**src/rtl/regs.sv**
```systemverilog
// regs: 32 x 32-bit architectural register file with two operand read ports,
// a stored-value debug port and a committed-write counter. Define REGS_BYPASS_EN to forward same-cycle write data.
module regs (
  input  logic        clk,
  input  logic        rst_n,
  input  logic [4:0]  reg_waddr_i,
  input  logic [31:0] reg_wdata_i,
  input  logic        reg_wen_i,
  input  logic [4:0]  reg1_raddr_i,
  input  logic [4:0]  reg2_raddr_i,
  output logic [31:0] reg1_rdata_o,
  output logic [31:0] reg2_rdata_o,
  input  logic [4:0]  dbg_raddr_i,
  output logic [31:0] dbg_rdata_o,
  output logic [31:0] wr_cnt_o
);

  logic [31:0] regs_q [32];
  logic [31:0] regs_d [32];
  logic [31:0] wr_cnt_q;
  logic [31:0] wr_cnt_d;
  logic        wr_commit;

  // Gating on rst_n here also drops reset-cycle writes and suppresses bypass during reset.
  assign wr_commit = rst_n && reg_wen_i && (reg_waddr_i != 5'd0);

  always_comb begin
    regs_d   = regs_q;
    wr_cnt_d = wr_cnt_q;
    if (wr_commit) begin
      regs_d[reg_waddr_i] = reg_wdata_i;
      wr_cnt_d            = wr_cnt_q + 32'd1;
    end
    regs_d[0] = '0;
  end

  always_ff @(posedge clk) begin
    if (!rst_n) begin
      for (int i = 0; i < 32; i++) begin
        regs_q[i] <= '0;
      end
      wr_cnt_q <= '0;
    end else begin
      regs_q   <= regs_d;
      wr_cnt_q <= wr_cnt_d;
    end
  end

  // Reads depend only on inputs and stored state, never on another output.
  always_comb begin
    reg1_rdata_o = '0;
    reg2_rdata_o = '0;
    dbg_rdata_o  = '0;
    if (rst_n) begin
      if (reg1_raddr_i != 5'd0) reg1_rdata_o = regs_q[reg1_raddr_i];
      if (reg2_raddr_i != 5'd0) reg2_rdata_o = regs_q[reg2_raddr_i];
      if (dbg_raddr_i  != 5'd0) dbg_rdata_o  = regs_q[dbg_raddr_i];
`ifdef REGS_BYPASS_EN
      if (wr_commit && (reg_waddr_i == reg1_raddr_i)) reg1_rdata_o = reg_wdata_i;
      if (wr_commit && (reg_waddr_i == reg2_raddr_i)) reg2_rdata_o = reg_wdata_i;
`endif
    end
  end

  assign wr_cnt_o = wr_cnt_q;

endmodule

```
**config.mk**
```make
export PLATFORM = sky130hd
export DESIGN_NAME = regs
export DESIGN_NICKNAME = d
export VERILOG_FILES = /design/src/rtl/regs.sv
export SDC_FILE = /design/constraint.sdc
export NUM_CORES = 2
export LEC_CHECK = 0
export ABC_CLOCK_PERIOD_IN_PS = 2040
export CELL_PAD_IN_SITES_DETAIL_PLACEMENT = 0
export CELL_PAD_IN_SITES_GLOBAL_PLACEMENT = 1
export CORE_MARGIN = 2
export CORE_UTILIZATION = 35
export DETAILED_ROUTE_END_ITERATION = 10
export PLACE_DENSITY_LB_ADDON = 0.08
export SYNTH_ARGS = -nofsm -noshare
export SYNTH_HDL_FRONTEND = slang
export SYNTH_SLANG_ARGS = --single-unit
```
**constraint.sdc**
```tcl
create_clock -name clk -period 2.04 [get_ports clk]
set_input_delay 0.204 -clock clk [delete_from_list [all_inputs] [get_ports clk]]
set_output_delay 0.204 -clock clk [all_outputs]
set_load 0.02 [all_outputs]
```
# Word-level counts from Yosys, hierarchy flattened
# Index checks and enable logic that the tools add are counted.
[totals] output_inout_bits=128 latchBits=0 register_bits=1056 n_memories=0 mem_bits_rw=0 inputBits=55 romBits=0
[classes] n_mul=0 n_reduce_logical=7 magnitude_cmp=5 mux=18 shifts=0 eq_ne=0 div_mod_pow=0 bitwise_logic=4 addsub=1
[op_table] op="bitwise mux 1024 bit" n=1
[op_table] op="binary-select mux 32 bit (select 5 bit)" n=3
[op_table] op="two-way mux 32 bit" n=13
[op_table] op="demux 32 bit (select 5 bit)" n=1
[op_table] op="adder 32 x 1 -> 32 bit, second input constant" n=1
[op_table] op=">= comparator 6 bit, second input constant" n=4
[op_table] op="NOT 5 -> 6 bit" n=4
[op_table] op="nonzero test 5 bit" n=4
[op_table] op="< comparator 6 x 1 -> 1 bit, second input constant" n=1
[op_table] op="logical AND 1 bit" n=3

# Depth between registers and ports, before layout
[logic_depth] word_depth=6 depth_mapped=8 depth_no_buf=6

# Worst setup path after synthesis
# OpenSTA, ideal clock, no wires.
[synth_path] path_type="input to output" startpoint="input port dbg_raddr_i[1]" endpoint="output port dbg_rdata_o[10]" setup_slack_ns=0.087 cell_stages=7 n_path_buf=2 t_arrival_ns=1.749 path_cell_list="buf_2 > buf_1 > mux2_2 > a22oi_1 > nor2_1 > o311ai_0 > nand3_1"
[synth_between] elab_chain_cells=6 elab_cells_between_ends=7 classes_between="5 x mux; 1 x bitwise; 1 x reduce/logical"
[synth_lines] item="from (decl)" line="13" rtl="input logic [4:0] dbg_raddr_i,"
[synth_lines] item="NOT 5 -> 6 bit (implied by the code)" line="57" rtl="if (dbg_raddr_i != 5'd0) dbg_rdata_o = regs_q[dbg_raddr_i];"
[synth_lines] item="binary-select mux 32 bit (select 5 bit)" line="57"
[synth_lines] item="two-way mux 32 bit (implied by the code) (2 in a row)" line="57"
[synth_lines] item="two-way mux 32 bit (*)" line="57"
[synth_lines] item="two-way mux 32 bit (*)" line="54" rtl="if (rst_n) begin"
[synth_lines] item="to (decl)" line="14" rtl="output logic [31:0] dbg_rdata_o,"
# Every way passes the cells marked *; elsewhere a longest branch is shown, timed or not. The select of a mux whose other input is x is not followed.

# Worst setup path in the final report
[layout_path] startpoint="register regs_q[513] (netlist name)" endpoint="output port reg1_rdata_o[1]"
[layout_between] elab_chain_cells=5
[layout_lines] item="from (decl)" line="18" rtl="logic [31:0] regs_q [32];"
[layout_lines] item="from (signal assigned)" line="44" rtl="regs_q <= regs_d;"
[layout_lines] item="binary-select mux 32 bit (select 5 bit)" line="55" rtl="if (reg1_raddr_i != 5'd0) reg1_rdata_o = regs_q[reg1_raddr_i];"
[layout_lines] item="two-way mux 32 bit (implied by the code) (2 in a row)" line="55"
[layout_lines] item="two-way mux 32 bit" line="55"
[layout_lines] item="two-way mux 32 bit" line="54"
[layout_lines] item="to (decl)" line="11" rtl="output logic [31:0] reg1_rdata_o,"
# No other way between the ends. The select of a mux whose other input is x is not followed.

==> flow_metrics.env <==
export IMPL_cts_made_buffers=134
export IMPL_ys_flop_type="dfxtp_1"
export IMPL_worst_setup_path_type="flop to primary output"
export IMPL_dpl_cell_area_um2=74820
export IMPL_dp_cells=10160
export IMPL_core_rowCount=156
export IMPL_worstSetupStartpointType="flop"
export IMPL_die_y_um=429.4
export IMPL_syn_inst=7513
export IMPL_dr_first_iter_drc_count=5044
export IMPL_nNetsFinal=8000
export IMPL_grt_pass1_vias=58700
export IMPL_cts_tree="done"
export IMPL_skew_ps=18.04
export IMPL_violations="negative setup slack"
export IMPL_syn_cell_area_um2=63330
export IMPL_yosysSeqAreaShare_pct=32.37
export IMPL_worstRegToRegCells=6
export IMPL_critPathMaxFanout=2
export IMPL_groute_usage_overall_pct=31.28
export IMPL_grt_ovfl_total=0
export IMPL_die_w_um=429.4
export IMPL_cp_end_kind="primary output"
export IMPL_grtUsageMet3_pct=3.439
export IMPL_drive_above_1_share_pct=25.33
export IMPL_min_path_cells=4
export IMPL_worst_slew_margin_rel_pct=26.03
export IMPL_ys_ff_latch=1024
export IMPL_dieArea_um2=184400
export IMPL_portBuffers=182
export IMPL_hold_class="input port to flop"
export IMPL_clockBufferDepth=3
export IMPL_wl_um=297000
export IMPL_met2_usage_pct=50.64
export IMPL_syn2layout_area_growth_pct=30.74
export IMPL_clk_insertion_delay_late_ps=800
export IMPL_setup_viol=96
export IMPL_wire_per_inst_um=28.52
export IMPL_synth_edf_count=0
export IMPL_ir_drop_v=0.0008023
export IMPL_initial_core_util_pct=35.12
export IMPL_gp_congestion=0.9396
export IMPL_slew_viol_final=0
export IMPL_ys_warnings_count=0
export IMPL_synthArstFlopShare_pct=0
export IMPL_cts_root_buf="clkbuf_16"
export IMPL_avgSynthCellArea_um2=8.430
export IMPL_hold_viol=0
export IMPL_period_needed_ps=2865
export IMPL_status="finished, violations left"
export IMPL_startpoint="regs_q[513]"
export IMPL_regToRegSetupSlack_ps=250
export IMPL_fin_area_um2=82800
export IMPL_finalNonFillerCells=10420
export IMPL_synthesis_nets=7569
export IMPL_finalCritPeriodShare_pct=140.5
export IMPL_timing_fmax_mhz=349.0
export IMPL_ant_nets=0
export IMPL_clock_sinks=1024
export IMPL_leakage_nw=30.65
export IMPL_antenna_found_initial=6
export IMPL_cap_violations=0
export IMPL_power_per_cell_area_nw_per_um2=626.1
export IMPL_worstPathRequired_ps=1840
export IMPL_drtPass1Iterations=6
export IMPL_preCtsSetupSlack_ps=-1555
export IMPL_grt_max_degree=235
export IMPL_route_vias_total=60120
export IMPL_place_hpwl_um=197500
export IMPL_critical_path_arrival_ps=2660
export IMPL_core_area_um2=180400
export IMPL_power_mw=51.84
export IMPL_clkTransAtPathRegs_ps=60
export IMPL_cts_htree_levels=4
export IMPL_hold_slack_ps=223.1
export IMPL_drc_errors=0
export IMPL_tightest_slew_ps=1110
export IMPL_timing_rr_start="wr_cnt_o[6]"
export IMPL_rsz0062_at_grt="true"
export IMPL_crit_end="reg1_rdata_o[1]"
export IMPL_met1_usage_pct=40.51
export IMPL_grt_pass1_wl_um=424800
export IMPL_io_pins=183
export IMPL_viasPerCell=5.772
export IMPL_busiest_layer="met2"
export IMPL_worstReg2RegEnd="wr_cnt_o[28]"
export IMPL_ys_types=43
export IMPL_fin_ws_ps=-825.5
-- cell families after synthesis --
logic type      synth area share [%]
flops                          32.37
fa+ha+maj                    0.01975
mux                            25.28
compound gates                 19.69
simple gates                   17.12
buf+inv                        5.117
xor+xnor                      0.4010
-- area by class of cell --
cell class	instances	area [um2]
diodes	1	2.502
clock buffers	195	3969
clock inverters	42	485.5
fillers	17470	97550
inverters	3	11.26
multi-input cells	5717	42750
flip-flops and latches	1024	20710
well taps	2370	2965
repair buffers	1064	11910
-- report_power, final --
group / switching [mW] / internal (mW)
logic: 4.22 / 2.89
registers: 0.0830 / 20.1
clock network: 9.86 / 14.7
total: 14.2 / 37.7
-- cells in the final DEF, fill, tap and decap left out, types with 139 or more instances in the layout --
master,count
clkbuf_16,139
nand2_1,2030
buf_4,561
nand3_1,214
dfxtp_2,158
a21boi_0,597
a22oi_1,466
a21boi_1,397
mux2i_1,1010
buf_6,174
dfxtp_1,862
buf_12,247
mux4_2,201
-- through the flow --
stage / utilization, % / setup TNS [ps]
after CTS: 45.57 / -70860
after global routing: 45.91 / -71530
after detailed placement: 41.48 / -367700
final: 45.91 / -64310
after global placement: 41.48 / -351030
after floorplan: - / 0
-- metal layers --
metal,up-vias,part of all wire [%],wire (um)
met3,582,4.7,14070
met5,-,0.0024,7
met1,29980,43,127300
met2,2019,46,137400
met4,2,6.1,18260
li1,27540,-,-
-- cell usage after synthesis, types with 2 or more instances --
cell       instances  area (um2)
nor3b_1            5       37.54
inv_1              3       11.26
nor2b_1           15       93.84
clkbuf_1         494        1854
nand3_1          303        1516
nor3_2             2       20.02
a21boi_0         597        4482
xor2_1             4       35.03
buf_4             15       112.6
nor2_2            11       68.82
a211oi_2           2       25.02
nor4_1             3       18.77
a2111oi_0          3       26.28
or3b_2             2       17.52
xnor2_1           25       219.0
and3b_1            2       17.52
mux4_2           201        4527
a21boi_1         397        2980
and2_1            33       206.5
nand3b_1           5       37.54
o22ai_1           96       600.6
and3_1             6       37.54
buf_2            229        1146
nand4_1           16       100.1
nor3_1             6       30.03
nor2_1           130       488.0
mux2i_1         1036       10370
nand2b_1           7       43.79
a22oi_1          468        3513
buf_1             31       116.4
dfxtp_1         1024       20500
o311ai_0          96       840.8
or3_1              3       18.77
nand2_1         2136        8018
mux2_2            99        1115
-- flip-flops by register name (all words and copies together), names as in the netlist --
register / flops
regs_q: 992
wr_cnt_o: 32
-- worst max-delay path, cell delays in order, from the launching register on --
cell and delay, ps:
dfxtp_2 330, buf_6 110, mux4_2 450, mux2i_1 150
buf_4 170, nand2_4 50, o311ai_4 100, buf_4 170
nand3_2 60, buf_6 140, buf_6 130
-- worst min-delay path by stage --
stage | startpoint | to | slack [ps]
2_1_floorplan | reg_wdata_i[1] | regs_q[961] | 340
3_3_place_gp | wr_cnt_o[31] | wr_cnt_o[31] | 450
3_5_place_dp | regs_q[660] | regs_q[660] | 470
4_1_cts | reg_wdata_i[7] | regs_q[647] | 180
5_1_grt | reg_wdata_i[5] | regs_q[69] | 210
6_report | reg_wdata_i[7] | regs_q[839] | 220
-- repair_timing --
action | 4_1_cts | 5_1_grt
hold buffers | 1 | 0
cloned | 0 | 0
gates resized for setup | 1138 | 123
buffers inserted | 14 | 10
hold endpoints to repair | 45 | 0
endpoints found under the setup margin | 133 | 238
pin swaps | 66 | 39
Note: power is estimated with default switching activity, not from simulation.
